**src/rtl/uart_pkg.sv**
```systemverilog
// rtl/uart_pkg.sv - shared UART definitions: baud codes, divisor function, FSM state encoding
// Contents:
//   BAUD_*        3-bit runtime baud select codes, common to uart_rx and uart_tx
//   BAUD_DEFAULT  code used for the divisor register out of reset
//   bps_div()     clocks-per-bit divisor for a given clock frequency and baud code
//   S_* / tx_state_t  transmitter FSM encoding

package uart_pkg;

    localparam logic [2:0] BAUD_9600    = 3'd0;
    localparam logic [2:0] BAUD_19200   = 3'd1;
    localparam logic [2:0] BAUD_38400   = 3'd2;
    localparam logic [2:0] BAUD_57600   = 3'd3;
    localparam logic [2:0] BAUD_115200  = 3'd4;
    localparam logic [2:0] BAUD_DEFAULT = BAUD_9600;

    localparam logic [1:0] S_IDLE  = 2'd0;
    localparam logic [1:0] S_START = 2'd1;
    localparam logic [1:0] S_DATA  = 2'd2;
    localparam logic [1:0] S_STOP  = 2'd3;

    typedef enum logic [1:0] {
        ST_IDLE  = S_IDLE,
        ST_START = S_START,
        ST_DATA  = S_DATA,
        ST_STOP  = S_STOP
    } tx_state_t;

    // Divisor is truncated, not rounded, so rx and tx agree bit-for-bit on
    // the same clock. Codes 5..7 are reserved and fall back to 9600.
    function automatic logic [15:0] bps_div(input int unsigned clk_freq,
                                            input logic [2:0]  code);
        int unsigned baud;
        logic [31:0] quot;
        case (code)
            BAUD_9600:   baud = 9600;
            BAUD_19200:  baud = 19200;
            BAUD_38400:  baud = 38400;
            BAUD_57600:  baud = 57600;
            BAUD_115200: baud = 115200;
            default:     baud = 9600;
        endcase
        quot = clk_freq / baud;
        return quot[15:0];
    endfunction

endpackage

```
**src/rtl/uart_baud_gen.sv**
```systemverilog
// rtl/uart_baud_gen.sv - bit-period divider producing one tick per bit time
// Ports:
//   clk       in   system clock
//   rst_n     in   asynchronous active-low reset
//   en        in   count enable; counter is held at 0 while low
//   bps[15:0] in   clocks per bit
//   div_cnt   out  position within the current bit, 0..bps-1
//   bit_tick  out  high in the last clock of each bit (div_cnt == bps-1)

module uart_baud_gen
    import uart_pkg::*;
(
    input  logic        clk,
    input  logic        rst_n,
    input  logic        en,
    input  logic [15:0] bps,
    output logic [15:0] div_cnt,
    output logic        bit_tick
);

    assign bit_tick = en && (div_cnt == (bps - 16'd1));

    always_ff @(posedge clk or negedge rst_n) begin
        if (!rst_n) begin
            div_cnt <= 16'd0;
        end else if (!en || bit_tick) begin
            // Wrapping on the tick lets back-to-back frames keep counting
            // without a restart cycle.
            div_cnt <= 16'd0;
        end else begin
            div_cnt <= div_cnt + 16'd1;
        end
    end

endmodule

```
**src/rtl/uart_tx.sv**
```systemverilog
// rtl/uart_tx.sv - 8N1 UART transmitter with a one-entry holding buffer
// Parameters:
//   CLK_FREQ   system clock frequency in Hz
//   STOP_BITS  number of stop bits, 1 or 2
// Ports:
//   clk       in   system clock
//   rst_n     in   asynchronous active-low reset
//   baud_set  in   baud code, sampled when a frame starts
//   tx_data   in   byte to send, captured when tx_start && tx_ready
//   tx_start  in   send request strobe
//   tx_ready  out  holding buffer empty
//   tx        out  registered serial line, idle high
//   tx_busy   out  frame on the line (start bit through last stop bit)
//   tx_done   out  pulse in the final clock of the last stop bit

module uart_tx
    import uart_pkg::*;
#(
    parameter int unsigned CLK_FREQ  = 100_000_000,
    parameter int unsigned STOP_BITS = 1
) (
    input  logic       clk,
    input  logic       rst_n,
    input  logic [2:0] baud_set,
    input  logic [7:0] tx_data,
    input  logic       tx_start,
    output logic       tx_ready,
    output logic       tx,
    output logic       tx_busy,
    output logic       tx_done
);

    localparam logic [15:0] BPS_RESET = bps_div(CLK_FREQ, BAUD_DEFAULT);
    localparam logic        LAST_STOP = 1'(STOP_BITS - 1);

    tx_state_t   state;
    tx_state_t   state_next;

    logic        buf_valid;
    logic [7:0]  buf_data;
    logic [7:0]  shifter;
    logic [2:0]  bit_cnt;
    logic        stop_cnt;
    logic [15:0] bps_q;
    logic [15:0] div_cnt;
    logic        bit_tick;
    logic        tx_q;
    logic        tx_next;

    logic        accept;
    logic        load_frame;
    logic        shift_bit;
    logic        stop_adv;
    logic        frame_end;
    logic        last_stop;

    // div_cnt is exported by the divider for observability; the FSM only
    // needs the tick.
    logic        unused_div_cnt;
    assign unused_div_cnt = ^div_cnt;

    assign accept    = tx_start && !buf_valid;
    assign last_stop = (stop_cnt == LAST_STOP);

    uart_baud_gen u_baud_gen (
        .clk      (clk),
        .rst_n    (rst_n),
        .en       (state != ST_IDLE),
        .bps      (bps_q),
        .div_cnt  (div_cnt),
        .bit_tick (bit_tick)
    );

    always_ff @(posedge clk or negedge rst_n) begin
        if (!rst_n) begin
            state <= ST_IDLE;
        end else begin
            state <= state_next;
        end
    end

    always_comb begin
        state_next = state;
        tx_next    = tx_q;
        load_frame = 1'b0;
        shift_bit  = 1'b0;
        stop_adv   = 1'b0;
        frame_end  = 1'b0;
        case (state)
            ST_IDLE: begin
                tx_next = 1'b1;
                if (buf_valid) begin
                    state_next = ST_START;
                    load_frame = 1'b1;
                    tx_next    = 1'b0;
                end
            end
            ST_START: begin
                if (bit_tick) begin
                    state_next = ST_DATA;
                    tx_next    = shifter[0];
                end
            end
            ST_DATA: begin
                if (bit_tick) begin
                    if (bit_cnt == 3'd7) begin
                        state_next = ST_STOP;
                        tx_next    = 1'b1;
                    end else begin
                        // shifter[1] becomes the LSB after this edge's shift
                        shift_bit = 1'b1;
                        tx_next   = shifter[1];
                    end
                end
            end
            ST_STOP: begin
                if (bit_tick) begin
                    if (last_stop) begin
                        frame_end = 1'b1;
                        // A queued byte starts its start bit on the very next
                        // clock so consecutive frames leave no idle gap.
                        if (buf_valid) begin
                            state_next = ST_START;
                            load_frame = 1'b1;
                            tx_next    = 1'b0;
                        end else begin
                            state_next = ST_IDLE;
                            tx_next    = 1'b1;
                        end
                    end else begin
                        stop_adv = 1'b1;
                    end
                end
            end
            default: begin
                state_next = ST_IDLE;
                tx_next    = 1'b1;
            end
        endcase
    end

    always_ff @(posedge clk or negedge rst_n) begin
        if (!rst_n) begin
            tx_q      <= 1'b1;
            buf_valid <= 1'b0;
            buf_data  <= 8'd0;
            shifter   <= 8'd0;
            bit_cnt   <= 3'd0;
            stop_cnt  <= 1'b0;
            bps_q     <= BPS_RESET;
        end else begin
            tx_q <= tx_next;

            // Transfer is ordered before accept so a same-edge refill wins
            // and no byte is lost.
            if (load_frame) begin
                buf_valid <= 1'b0;
            end
            if (accept) begin
                buf_valid <= 1'b1;
                buf_data  <= tx_data;
            end

            if (load_frame) begin
                shifter <= buf_data;
                bps_q   <= bps_div(CLK_FREQ, baud_set);
            end else if (shift_bit) begin
                shifter <= {1'b0, shifter[7:1]};
            end

            // Wraps 7 -> 0 on the final data bit, ready for the next frame.
            if (state == ST_DATA && bit_tick) begin
                bit_cnt <= bit_cnt + 3'd1;
            end

            if (frame_end) begin
                stop_cnt <= 1'b0;
            end else if (stop_adv) begin
                stop_cnt <= 1'b1;
            end
        end
    end

    assign tx       = tx_q;
    assign tx_ready = !buf_valid;
    assign tx_busy  = (state != ST_IDLE);
    assign tx_done  = frame_end;

endmodule

```
**config.mk**
```make
export PLATFORM = sky130hd
export DESIGN_NAME = uart_tx
export DESIGN_NICKNAME = d
export VERILOG_FILES = /design/src/rtl/uart_pkg.sv /design/src/rtl/uart_baud_gen.sv /design/src/rtl/uart_tx.sv
export SDC_FILE = /design/constraint.sdc
export NUM_CORES = 1
export LEC_CHECK = 0
export BUFFER_PORTS_ARGS = -buffer_cell sky130_fd_sc_hd__buf_2
export CAP_MARGIN = 20
export CORE_MARGIN = 2
export CORE_UTILIZATION = 25
export DETAILED_ROUTE_END_ITERATION = 10
export PLACE_DENSITY_LB_ADDON = 0.08
export SLEW_MARGIN = 20
export SYNTH_ARGS = -nofsm -noshare
export SYNTH_HDL_FRONTEND = slang
export SYNTH_HIERARCHICAL = 1
export SYNTH_SLANG_ARGS = --single-unit
```
**constraint.sdc**
```tcl
create_clock -name clk -period 3.86 [get_ports clk]
set_input_delay 0.193 -clock clk [delete_from_list [all_inputs] [get_ports clk]]
set_output_delay 0.193 -clock clk [all_outputs]
set_load 0.05 [all_outputs]
```
==> results.sh, run 1 <==
export IMPL_critPathMaxFanout=8
export IMPL_core_area_sq_um=48750
export IMPL_clk_pin_slew_ns=0.08
export IMPL_fmax_mhz=32.91
export IMPL_drtIter0Drc=685
export IMPL_grt_pass1_vias=15990
export IMPL_synth_edff_count=0
export IMPL_dr_total_vias=15680
export IMPL_stdcell_count=3182
export IMPL_post_route_min_period_ns=30.39
export IMPL_die_h_um=225.8
export IMPL_crit_arrival_ns=30.56
export IMPL_start_util_pct=25.24
export IMPL_netlist_instances=1686
export IMPL_ys_flop_type="dfrtp_1"
export IMPL_die_x_um=225.8
export IMPL_ios=18
export IMPL_max_stage_delay_ns=0.53
export IMPL_cts_hold_fix_buffers=0
export IMPL_postRouteAntennaNets=0
export IMPL_setup_slack_ns=-26.53
export IMPL_area_growth_pct=72.02
export IMPL_grt_pass1_wl_mm=84.82
export IMPL_final_common_cell="buf_4"
export IMPL_cts_made_buffers=5
export IMPL_post_route_util_pct=43.41
export IMPL_critPathKind="input port to flop"
export IMPL_place_hpwl_mm=40.95
export IMPL_grt_max_degree=57
export IMPL_tightest_slew_ns=0.7197
export IMPL_skew_ns=0.01193
export IMPL_drive_above_1_share_pct=47.14
export IMPL_violations="negative setup slack"
export IMPL_startpoint_type="input port"
export IMPL_final_area_sq_um=21160
export IMPL_routedWlPerCell_um=16.81
export IMPL_antenna_found_initial=1
export IMPL_finalCritPeriodShare_pct=787.3
export IMPL_grt_usage_pct=20.85
export IMPL_die_area_sq_um=51000
export IMPL_drt_pass1_iter_count=7
export IMPL_finalHoldViolCount=0
export IMPL_synth_seq_cells=56
export IMPL_overflow=0
export IMPL_final_nets=2672
export IMPL_dpl_worst_slack_ns=-27.91
export IMPL_critPathRequiredTime_ns=4.03
export IMPL_rsz0062_at_grt="yes"
export IMPL_synth_async_sr_flop_share_pct=100.0
export IMPL_synth_avg_cell_area_sq_um=7.296
export IMPL_status="finished with violations"
export IMPL_port_buffers=17
export IMPL_routed_wl_mm=53.49
export IMPL_rows=81
export IMPL_setup_violations=14
export IMPL_hold_path_class="input port to asynchronous set/reset pin"
export IMPL_synth_area_sq_um=12300
export IMPL_cts_tree="built"
export IMPL_yosysWarnings=6
export IMPL_end_kind="flop"
export IMPL_htreeDepth=2
export IMPL_placedCellCount=2974
export IMPL_maxCapViolations=0
export IMPL_slowest_stage="or4_4"
export IMPL_n_antenna_cell=0
export IMPL_final_cell_mix="820 x buf_4, 147 x nand2_1, 146 x nor2_1"
export IMPL_gp_congestion=0.8658
export IMPL_ys_types=97
export IMPL_slew_headroom_pct=51.65
export IMPL_cts_buffer_depth=2
export IMPL_slew_viol_final=0
export IMPL_dpl_cell_area_sq_um=18530
export IMPL_cts_root_buffer="clkbuf_16"
export IMPL_clock_sinks=56
export IMPL_n_fill_cell=4978
export IMPL_clk_latency_ns=0.31
export IMPL_viasPerCell=4.927
export IMPL_seq_area_frac_synth_pct=11.45
export IMPL_drc_errors=0
export IMPL_crit_top_cell="buf_4"
## Yosys cell counts, types with 9 or more instances
cell type / instances / area [sq um]
and3_1: 11 / 68.82
a21oi_1: 166 / 830.8
a211oi_1: 15 / 112.6
nor2_1: 165 / 619.3
o21bai_1: 12 / 90.09
mux2i_1: 25 / 250.2
xnor2_1: 70 / 613.1
a31oi_1: 26 / 162.7
nor3_1: 53 / 265.3
a211o_1: 10 / 87.58
a21o_1: 41 / 307.8
inv_1: 56 / 210.2
mux2_2: 32 / 360.4
nand4_1: 24 / 150.1
o31ai_1: 19 / 142.6
nand2b_1: 33 / 206.5
ha_1: 141 / 1764
dfrtp_1: 50 / 1251
or4_1: 9 / 67.56
o211ai_1: 18 / 135.1
and2_1: 20 / 125.1
or3_1: 28 / 175.2
nand2_1: 159 / 596.8
or2_2: 11 / 68.82
clkbuf_1: 40 / 150.1
buf_2: 9 / 45.04
o21a_1: 26 / 195.2
xor2_1: 47 / 411.6
nor2b_1: 36 / 225.2
nand3_1: 36 / 180.2
o21ai_0: 109 / 545.5
## metrics by stage
stage	hold slack, ns	setup TNS [ns]
after detailed placement	0.3845	-211.18
after floorplan	-0.1026	-222.91
final	0.01455	-199.19
after CTS	0.04842	-197.82
after global routing	0.08444	-213.37
after global placement	0.3863	-208.86
## worst paths after layout
kind / startpoint / end / slack [ns] / depth (start not counted)
min in group clk: tx_start / buf_valid / 0.10 / 2
max in group asynchronous: rst_n / shifter[4] / 3.35 / 2
worst max-delay path: baud_set[0] / bps_q[0] / -26.53 / 184
worst max register to register: bps_q[3] / bps_q[0] / 0.14 / 13
worst min-delay path: rst_n / u_baud_gen/div_cnt[7] / 0.01 / 2
worst min register to register: stop_cnt / stop_cnt / 0.46 / 0
## logic make-up (layout without fill, tap and decap cells)
family | Yosys count | in the layout | synth area share [%]
AND/OR/NAND/NOR | 642 | 642 | 26.73
adder cells (fa/ha/maj) | 141 | 141 | 14.34
other | 2 | 8 | 0.06105
AO/OA/AOI/OAI | 556 | 556 | 30.25
multiplexers | 58 | 58 | 5.055
buffers and inverters | 114 | 940 | 3.783
flip-flops | 56 | 56 | 11.45
XOR/XNOR | 117 | 117 | 8.330
## repair_timing
action	in CTS	in global routing
gates resized for setup	121	112
setup buffers	161	44
gates cloned	1	0
endpoints found under the setup margin	14	18
hold endpoints to repair	0	0
pin swaps	88	75
## flip-flops by register name, indices dropped and copies added, names as in the netlist
name                count
shifter                 8
bps_q                  16
buf_valid               1
tx                      1
bit_cnt                 3
stop_cnt                1
u_baud_gen/div_cnt     16
buf_data                8
state                   2
## worst max-delay path: cells and delay by family
| kind | cells | cell delay, ns |
|---|---|---|
| compound gates | 74 | 12.20 |
| simple gates | 50 | 6.80 |
| fa+ha+maj | 21 | 5.17 |
| buf+inv | 31 | 3.91 |
| mux | 6 | 1.93 |
| xor+xnor | 2 | 0.29 |
## routing by layer
layer | vias to the layer above | GRT usage (%) | share of wire, %
li1 | 7956 | - | -
met1 | 7449 | 26.69 | 47
met2 | 211 | 37.86 | 49
met3 | 60 | 1.223 | 2.0
met4 | 2 | 5.277 | 1.8
met5 | - | 0 | 0.024
## layout make-up
cell class	count	area (sq um)	area share, %
clock inverters	3	22.52	0.1064
well taps	664	830.8	3.926
clock buffers	5	125.1	0.5913
inverters	57	226.5	1.070
repair buffers	875	6746	31.88
flip-flops and latches	56	1409	6.658
multi-input cells	1522	11800	55.77
Power of run 1 is not shown: default switching activity piles up to over one toggle a cycle in this logic, so the estimate is an artifact.
==> inputs of run 2 (changes only) <==
--- a/config.mk
+++ b/config.mk
@@ -7,6 +7,8 @@
 export LEC_CHECK = 0
 export BUFFER_PORTS_ARGS = -buffer_cell sky130_fd_sc_hd__buf_2
 export CAP_MARGIN = 20
+export CELL_PAD_IN_SITES_DETAIL_PLACEMENT = 2
+export CELL_PAD_IN_SITES_GLOBAL_PLACEMENT = 2
 export CORE_MARGIN = 2
 export CORE_UTILIZATION = 25
 export DETAILED_ROUTE_END_ITERATION = 10
==> run 2 against run 1 <==
The run still ends with negative setup slack left. Global-route usage increased by 8.2 points. Worst setup slack got worse by 3.9 ns. Hold slack improved by 0.011 ns. Cell count increased by 2.5%. Critical path type unchanged. Largest cell class unchanged.
==> results.sh, run 2 (synthesis results as in run 1) <==
export IMPL_start_util_pct=25.24
export IMPL_setup_slack_ns=-30.39
export IMPL_crit_arrival_ns=34.44
export IMPL_finalCritPeriodShare_pct=887.4
export IMPL_post_route_min_period_ns=34.25
export IMPL_routedWlPerCell_um=27.62
export IMPL_area_growth_pct=81.29
export IMPL_grt_usage_pct=29.06
export IMPL_finalHoldViolCount=0
export IMPL_tns_ns=-230.51
export IMPL_whs_ns=0.02579
export IMPL_critPathRequiredTime_ns=4.05
export IMPL_drive_above_1_share_pct=50.06
export IMPL_grt_pass1_wl_mm=116.1
export IMPL_clk_pin_slew_ns=0.08
export IMPL_dpl_cell_area_sq_um=18650
export IMPL_maxCapViolations=0
export IMPL_fmax_mhz=29.20
export IMPL_die_h_um=225.8
export IMPL_final_area_sq_um=22300
export IMPL_crit_top_cell="o21ai_2"
export IMPL_die_x_um=225.8
export IMPL_hold_path_class="input port to asynchronous set/reset pin"
export IMPL_startpoint_type="input port"
export IMPL_final_common_cell="buf_4"
export IMPL_slowest_stage="or4_4"
export IMPL_overflow=0
export IMPL_final_nets=2751
export IMPL_dr_total_vias=18190
export IMPL_slew_viol_final=0
export IMPL_rsz0062_at_grt="yes"
export IMPL_n_antenna_cell=0
export IMPL_drc_errors=0
export IMPL_grt_max_degree=57
export IMPL_antenna_found_initial=1
export IMPL_rrSetupSlack_ns=-0.05
export IMPL_violations="negative setup slack"
export IMPL_cts_buffer_depth=2
export IMPL_ios=18
export IMPL_r2r_start="bps_q[3]"
export IMPL_cts_tree="built"
export IMPL_drt_pass1_iter_count=5
export IMPL_routed_wl_mm=90.08
export IMPL_gp_congestion=0.9057
export IMPL_final_cell_mix="846 x buf_4, 145 x nor2_1, 141 x nand2_1"
export IMPL_r2r_end="bps_q[0]"
export IMPL_critPathMaxFanout=16
export IMPL_port_buffers=17
export IMPL_place_hpwl_mm=51.04
export IMPL_tightest_slew_ns=0.9133
export IMPL_viasPerCell=5.577
export IMPL_cts_root_buffer="clkbuf_16"
export IMPL_grt_pass1_vias=19850
export IMPL_n_fill_cell=5445
export IMPL_rr_worst_depth=13
export IMPL_htreeDepth=2
export IMPL_cts_made_buffers=5
export IMPL_die_area_sq_um=51000
export IMPL_reg_top3="bps_q (16), u_baud_gen/div_cnt (16)"
export IMPL_slew_headroom_pct=38.47
export IMPL_setup_violations=14
export IMPL_clk_latency_ns=0.31
export IMPL_status="finished with violations"
export IMPL_end_kind="flop"
export IMPL_rows=81
export IMPL_max_stage_delay_ns=0.59
export IMPL_cts_hold_fix_buffers=0
export IMPL_core_area_sq_um=48750
export IMPL_clock_sinks=56
export IMPL_skew_ns=0.009493
export IMPL_critPathKind="input port to flop"
export IMPL_drtIter0Drc=1000
export IMPL_postRouteAntennaNets=0
## run 2: changes by cell type in the layout (fill, tap and decap cells not counted), moves of 4 or more
cell / previous run / this run
buf_6: 34 / 86
a21oi_4: 5 / 11
buf_4: 820 / 846
o21ai_2: 22 / 32
nand2_1: 147 / 141
nor2_4: 8 / 12
a21oi_2: 37 / 33
o21ai_1: 25 / 13
nand2_2: 8 / 12
## run 2: worst max-delay path, delay by kind of cell
family                   cells  cell delay, ns
AND/OR/NAND/NOR             56            8.02
XOR/XNOR                     1            0.24
AO/OA/AOI/OAI               84           15.37
adder cells (fa/ha/maj)     21            5.68
multiplexers                 4            1.26
buffers and inverters       24            3.60
## run 2: metrics by stage
stage	util, %	std cells	setup WS (ns)
2_1_floorplan	-	1692	-29.18
3_3_place_gp	38.26	2991	-27.36
3_5_place_dp	38.26	2991	-28.80
4_1_cts	43.04	3187	-27.00
5_1_grt	45.75	3261	-31.46
6_report	45.75	3261	-30.39
## run 2: worst max path at each step
stage                 from        to  slack, ns  cells after the start
2_1_floorplan  baud_set[1]  bps_q[0]     -29.18                    193
3_3_place_gp   baud_set[1]  bps_q[0]     -27.36                    170
3_5_place_dp   baud_set[1]  bps_q[0]     -28.80                    176
4_1_cts        baud_set[1]  bps_q[0]     -27.00                    184
5_1_grt        baud_set[0]  bps_q[0]     -31.46                    194
6_report       baud_set[0]  bps_q[0]     -30.39                    190
## run 2: cell type report
| type | instances | area (sq um) | share of cell area [%] |
|---|---|---|---|
| inverter | 57 | 229.0 | 1.027 |
| clock inverter | 3 | 27.53 | 0.1234 |
| timing repair buffer | 954 | 7537 | 33.80 |
| multi-input combinational | 1522 | 12140 | 54.45 |
| clock buffer | 5 | 125.1 | 0.5610 |
| sequential | 56 | 1409 | 6.317 |
| tap | 664 | 830.8 | 3.725 |
## run 2: repair_timing
item	in CTS	in global routing
pin swaps	110	131
setup endpoints to repair	26	25
buffers inserted	190	77
gates cloned	1	0
gates resized for setup	188	158
## run 2: metal layers
layer	vias to the layer above	track usage (%)	share of wire [%]
li1	8090	-	-
met1	9248	33.22	39
met2	559	56.76	52
met3	291	1.587	3.1
met4	0	9.677	5.7
met5	-	0	0
Power of run 2 is left out for the same reason.
